<file path="src/rtl/sync_pkg.sv">
// Shared types and limits for the debounce block.
package sync_pkg;

    typedef enum logic [1:0] {
        IDLE_LOW,
        CHK_HIGH,
        IDLE_HIGH,
        CHK_LOW
    } debounce_state_t;

    localparam int DEBOUNCE_MAX = 255;

endpackage

</file>
<file path="src/rtl/sync_event_latch.sv">
// Sticky event flag: set wins over acknowledge in the same cycle.
module sync_event_latch (
    input  logic clk,
    input  logic rst,
    input  logic set,
    input  logic ack,
    output logic flag
);

    logic flag_q;
    logic flag_d;

    always_comb begin
        flag_d = flag_q;
        if (set) begin
            flag_d = 1'b1;
        end else if (ack) begin
            flag_d = 1'b0;
        end
    end

    always_ff @(posedge clk or posedge rst) begin
        if (rst) begin
            flag_q <= 1'b0;
        end else begin
            flag_q <= flag_d;
        end
    end

    assign flag = flag_q;

endmodule

</file>
<file path="src/rtl/sync_debounce.sv">
// Debounces a synchronized level into a clean level plus rise/fall pulses.
// Define SYNC_DEBOUNCE_EVENT_LATCH_EN to add sticky rise/fall event flags.
module sync_debounce
    import sync_pkg::*;
#(
    parameter  int DEBOUNCE_CYCLES = 4,
    localparam int CNT_W           = $clog2(DEBOUNCE_CYCLES + 1)
) (
    input  logic clk,
    input  logic rst,
    input  logic sync_in,
    input  logic en,
    output logic level,
    output logic rise_pulse,
    output logic fall_pulse,
    output logic busy
`ifdef SYNC_DEBOUNCE_EVENT_LATCH_EN
    ,
    input  logic evt_ack,
    output logic rise_evt,
    output logic fall_evt
`endif
);

    // Out-of-range settings are clamped rather than left to misbehave.
    localparam int N_EFF = (DEBOUNCE_CYCLES < 1) ? 1 :
                           (DEBOUNCE_CYCLES > DEBOUNCE_MAX) ? DEBOUNCE_MAX :
                           DEBOUNCE_CYCLES;
    localparam logic [CNT_W-1:0] LAST = CNT_W'(N_EFF - 1);
    localparam logic [CNT_W-1:0] ONE  = CNT_W'(1);

    debounce_state_t  state_q, state_d;
    logic [CNT_W-1:0] count_q, count_d;
    logic             level_q, level_d;
    logic             rise_q, rise_d;
    logic             fall_q, fall_d;

    always_ff @(posedge clk or posedge rst) begin
        if (rst) begin
            state_q <= IDLE_LOW;
            count_q <= '0;
            level_q <= 1'b0;
            rise_q  <= 1'b0;
            fall_q  <= 1'b0;
        end else begin
            state_q <= state_d;
            count_q <= count_d;
            level_q <= level_d;
            rise_q  <= rise_d;
            fall_q  <= fall_d;
        end
    end

    always_comb begin
        state_d = state_q;
        count_d = count_q;
        level_d = level_q;
        rise_d  = 1'b0;
        fall_d  = 1'b0;
        if (en) begin
            unique case (state_q)
                IDLE_LOW: begin
                    if (sync_in) begin
                        if (N_EFF == 1) begin
                            state_d = IDLE_HIGH;
                            level_d = 1'b1;
                            rise_d  = 1'b1;
                        end else begin
                            state_d = CHK_HIGH;
                            count_d = ONE;
                        end
                    end
                end
                CHK_HIGH: begin
                    if (!sync_in) begin
                        state_d = IDLE_LOW;
                        count_d = '0;
                    end else if (count_q == LAST) begin
                        state_d = IDLE_HIGH;
                        level_d = 1'b1;
                        rise_d  = 1'b1;
                        count_d = '0;
                    end else begin
                        count_d = count_q + ONE;
                    end
                end
                IDLE_HIGH: begin
                    if (!sync_in) begin
                        if (N_EFF == 1) begin
                            state_d = IDLE_LOW;
                            level_d = 1'b0;
                            fall_d  = 1'b1;
                        end else begin
                            state_d = CHK_LOW;
                            count_d = ONE;
                        end
                    end
                end
                CHK_LOW: begin
                    if (sync_in) begin
                        state_d = IDLE_HIGH;
                        count_d = '0;
                    end else if (count_q == LAST) begin
                        state_d = IDLE_LOW;
                        level_d = 1'b0;
                        fall_d  = 1'b1;
                        count_d = '0;
                    end else begin
                        count_d = count_q + ONE;
                    end
                end
            endcase
        end
    end

    always_comb begin
        busy       = (state_q == CHK_HIGH) || (state_q == CHK_LOW);
        level      = level_q;
        rise_pulse = rise_q;
        fall_pulse = fall_q;
    end

`ifdef SYNC_DEBOUNCE_EVENT_LATCH_EN
    sync_event_latch u_rise_evt (
        .clk  (clk),
        .rst  (rst),
        .set  (rise_q),
        .ack  (evt_ack),
        .flag (rise_evt)
    );

    sync_event_latch u_fall_evt (
        .clk  (clk),
        .rst  (rst),
        .set  (fall_q),
        .ack  (evt_ack),
        .flag (fall_evt)
    );
`endif

endmodule

</file>
<file path="config.mk">
export PLATFORM = sky130hd
export DESIGN_NAME = sync_debounce
export DESIGN_NICKNAME = d
export VERILOG_FILES = /design/src/rtl/sync_pkg.sv /design/src/rtl/sync_event_latch.sv /design/src/rtl/sync_debounce.sv
export SDC_FILE = /design/constraint.sdc
export NUM_CORES = 1
export LEC_CHECK = 0
export BUFFER_PORTS_ARGS = -buffer_cell sky130_fd_sc_hd__buf_2
export CAP_MARGIN = 20
export CORE_AREA = 2 2 39 41
export CTS_BUF_LIST = sky130_fd_sc_hd__clkbuf_16
export DETAILED_ROUTE_END_ITERATION = 8
export DIE_AREA = 0 0 41 43
export PLACE_DENSITY = 0.55
export SLEW_MARGIN = 20
export SYNTH_ARGS = -nofsm -noshare
export SYNTH_HDL_FRONTEND = slang
export SYNTH_SLANG_ARGS = --single-unit
</file>
<file path="constraint.sdc">
create_clock -name clk -period 1.5 [get_ports clk]
set_input_delay 0.15 -clock clk [delete_from_list [all_inputs] [get_ports clk]]
set_output_delay 0.15 -clock clk [all_outputs]
set_load 0.01 [all_outputs]
</file>
==> impl_metrics.csv <==
group,metric,value,unit
run_status,status,"complete, no violations",
floorplanning,fp.dieH,43,um
global_route,grt_max_degree,9,
synth,synth.most_common_cell,"dfrtp_1",
synth,ys_ff_latch,8,
floorplanning,start_util,27.1,%
placed_design,gp_congestion,0.682,
clock_network,postCtsHoldBufs,1,
synth,synth.area.mux_share,0,%
pwr,power.leakage,0.000250,uW
routing,via_per_inst,4.79,
timing,fin_skew,0.00309,ns
pwr,p_comb_share,20.6,%
synth,ys_warn_count,0,
clock_network,cts_resized,0,
floorplanning,core_area,1380,sq um
pwr,ir_drop,0.656,mV
critical_path,worstPathCellList,"ha_1 -> nand2b_1 -> and3_1 -> a32o_1",
timing,tightest_slew,0.318,ns
finish,n_antenna_cell,0,
routing,drtAntennaViolNets,0,
timing,relSlewSlack,78.8,%
synth,synth_fa_ha_area_share,3.33,%
global_route,grt_pass1_vias,298,
timing,slew_violations,0,
clock_network,clk_latency,0.23,ns
synth,yosysTopAreaCell,"dfrtp_1",
pwr,seq_power_share,33.9,%
critical_path,start_kind,"register",
synth,async_reset_ff_share,100,%
synth,synth_compound_area_share,17.3,%
timing,rsz0062_at_grt,"no",
critical_path,crit_arrival,1.39,ns
placed_design,io_buffer_count,7,
worst_hold_path,min_path_type,"input pin to register",
synth,syn_area,375,sq um
timing,setup_viol,0,
pwr,power_frac_clock,45.5,%
synth,synthDominantCellAreaShare,53.3,%
floorplanning,fp.dieArea,1760,sq um
synth,synth_top_family_by_area,"simple AND/OR/NAND/NOR gates",
global_route,grt_overflow,0,
global_route,gr-usage-all-layers,10.5,%
timing,setup_tns,0,ns
synth,synth_area_leaders,"dfrtp_1 (53%), a21oi_1 (5.3%), xor2_2 (4.3%)",
timing,finalCriticalPeriod,1.27,ns
floorplanning,die_x,41,um
run,drv_cap,0,
routing,route.detailed.drc,0,
clock_network,post_cts_buffers,0,
finish,syn2layout_area_growth,36.3,%
critical_path,path_max_fanout,4,
placed_design,postPlaceCellArea,427,sq um
synth,synth_edf_count,0,
critical_path,end_kind,"register",
critical_path,crit_slowest_cell,"dfrtp_1",
routing,avgRoutedWirePerCell,11.7,um
global_route,antenna_found_initial,0,
timing,hold_viol,0,
floorplanning,io_pins,8,
pwr,p_int,702,uW
routing,vias,292,
timing,fmax,785,MHz
global_route,grt_pass1_wl,1220,um
clock_network,cts_buffer_depth,2,
clock_network,cts_max_level,1,
synth,syn_nets,40,
finish,drive_above_1_share,26.7,%
finish,fill_cells,134,
synth,avgSynthCellArea,10.7,sq um
pwr,powerDensity,1880,nW/um^2
finish,fin_util,37.0,%
synth,synth_xor_area_share,4.33,%
clock_network,numCtsBuffers,3,
routing,wl,715,um
finish,final_cell_area,512,sq um
synth,ys_top_cells_by_count,"dfrtp_1 (8), a21oi_1 (4), nand2_1 (4)",
pwr,p_sw_share,27.3,%
synth,synth_cells,35,
pwr,netSwitchingPower,263,uW
critical_path,critPathKind,"register to register",
synth,yosysUniqueCellTypes,19,
synth,ys.flop_type,"dfrtp_1",
synth,synthSimpleGateAreaFrac,18.7,%
clock_network,cts_root_buf,"clkbuf_16",
synth,ys_seq_area_share,53.3,%
placed_design,dp_hpwl,512,um
floorplanning,num_rows,14,
finish,fin_nets,52,
routing,initialDrtViolationCount,2,
clock_network,cts_sinks,8,
timing,finalCritPeriodShare,84.9,%
critical_path,cp.required,1.61,ns
clock_network,clkTransAtPathRegs,0.04,ns
critical_path,cpPeakStageDelay,0.38,ns
routing,drt-pass1-iter-count,3,
clock_network,cts_tree,"built",
-- final timing paths --
check	start	endpoint	slack, ns	cells after the start
max reg2reg	count_q[0]	count_q[1]	0.23	4
min	sync_in	fall_pulse	0.17	2
max in group asynchronous	rst	state_q[0]	0.84	3
max	count_q[0]	count_q[1]	0.23	4
min in group asynchronous	rst	count_q[0]	0.41	3
min reg2reg	count_q[1]	count_q[1]	0.50	1
-- metrics by stage --
stage	setup WS [ns]	hold slack (ns)	total power (uW)	instances
6_report	0.227	0.169	965	61
3_3_place_gp	0.237	0.106	521	57
5_1_grt	0.132	0.186	1030	61
2_1_floorplan	0.323	-0.0343	467	35
4_1_cts	0.223	0.164	974	61
3_5_place_dp	0.246	0.117	525	57
-- logic make-up after synthesis --
| logic type | Yosys count |
|---|---|
| buffers and inverters | 3 |
| AO/OA/AOI/OAI | 11 |
| AND/OR/NAND/NOR | 11 |
| adder cells (fa/ha/maj) | 1 |
| flip-flops | 8 |
| XOR/XNOR | 1 |
-- placed cells by master (no fill, tap or decap), types with 2 or more instances in the layout --
master     n
clkbuf_16  3
dfrtp_1    8
inv_1      2
o21ai_0    3
nand2_1    4
a21oi_1    4
buf_2      7
-- layout make-up --
class	instances	area [sq um]	share of cell area [%]
Sequential cell	8	200	39.1
Inverter	2	7.51	1.47
Multi-Input combinational cell	24	164	32.0
Tap cell	16	20.0	3.91
Clock buffer	3	75.1	14.7
Timing Repair Buffer	8	45.0	8.80
-- power by group through the flow --
stage	logic [uW]	clock network, uW	registers (uW)
finish	199	438	327
global route	225	465	337
CTS	201	446	327
detailed placement	199	0	327
global placement	191	0	330
floorplan	147	0	319
-- worst max-delay path: cells and delay by family (launching register included) --
family	cells	cell delay, ns
adders and majority gates	1	0.23
AOI/OAI and AO/OA	1	0.24
and+or+nand+nor	2	0.30
DFF	1	0.38
-- per-layer routing --
metal	track usage (%)	vias to the layer above	wire, um
met1	13.5	142	331
li1	-	144	-
met3	4.71	0	24
met4	6.00	0	0
met5	0	-	0
met2	14.1	6	359
Note: power is estimated with default switching activity, not from simulation.
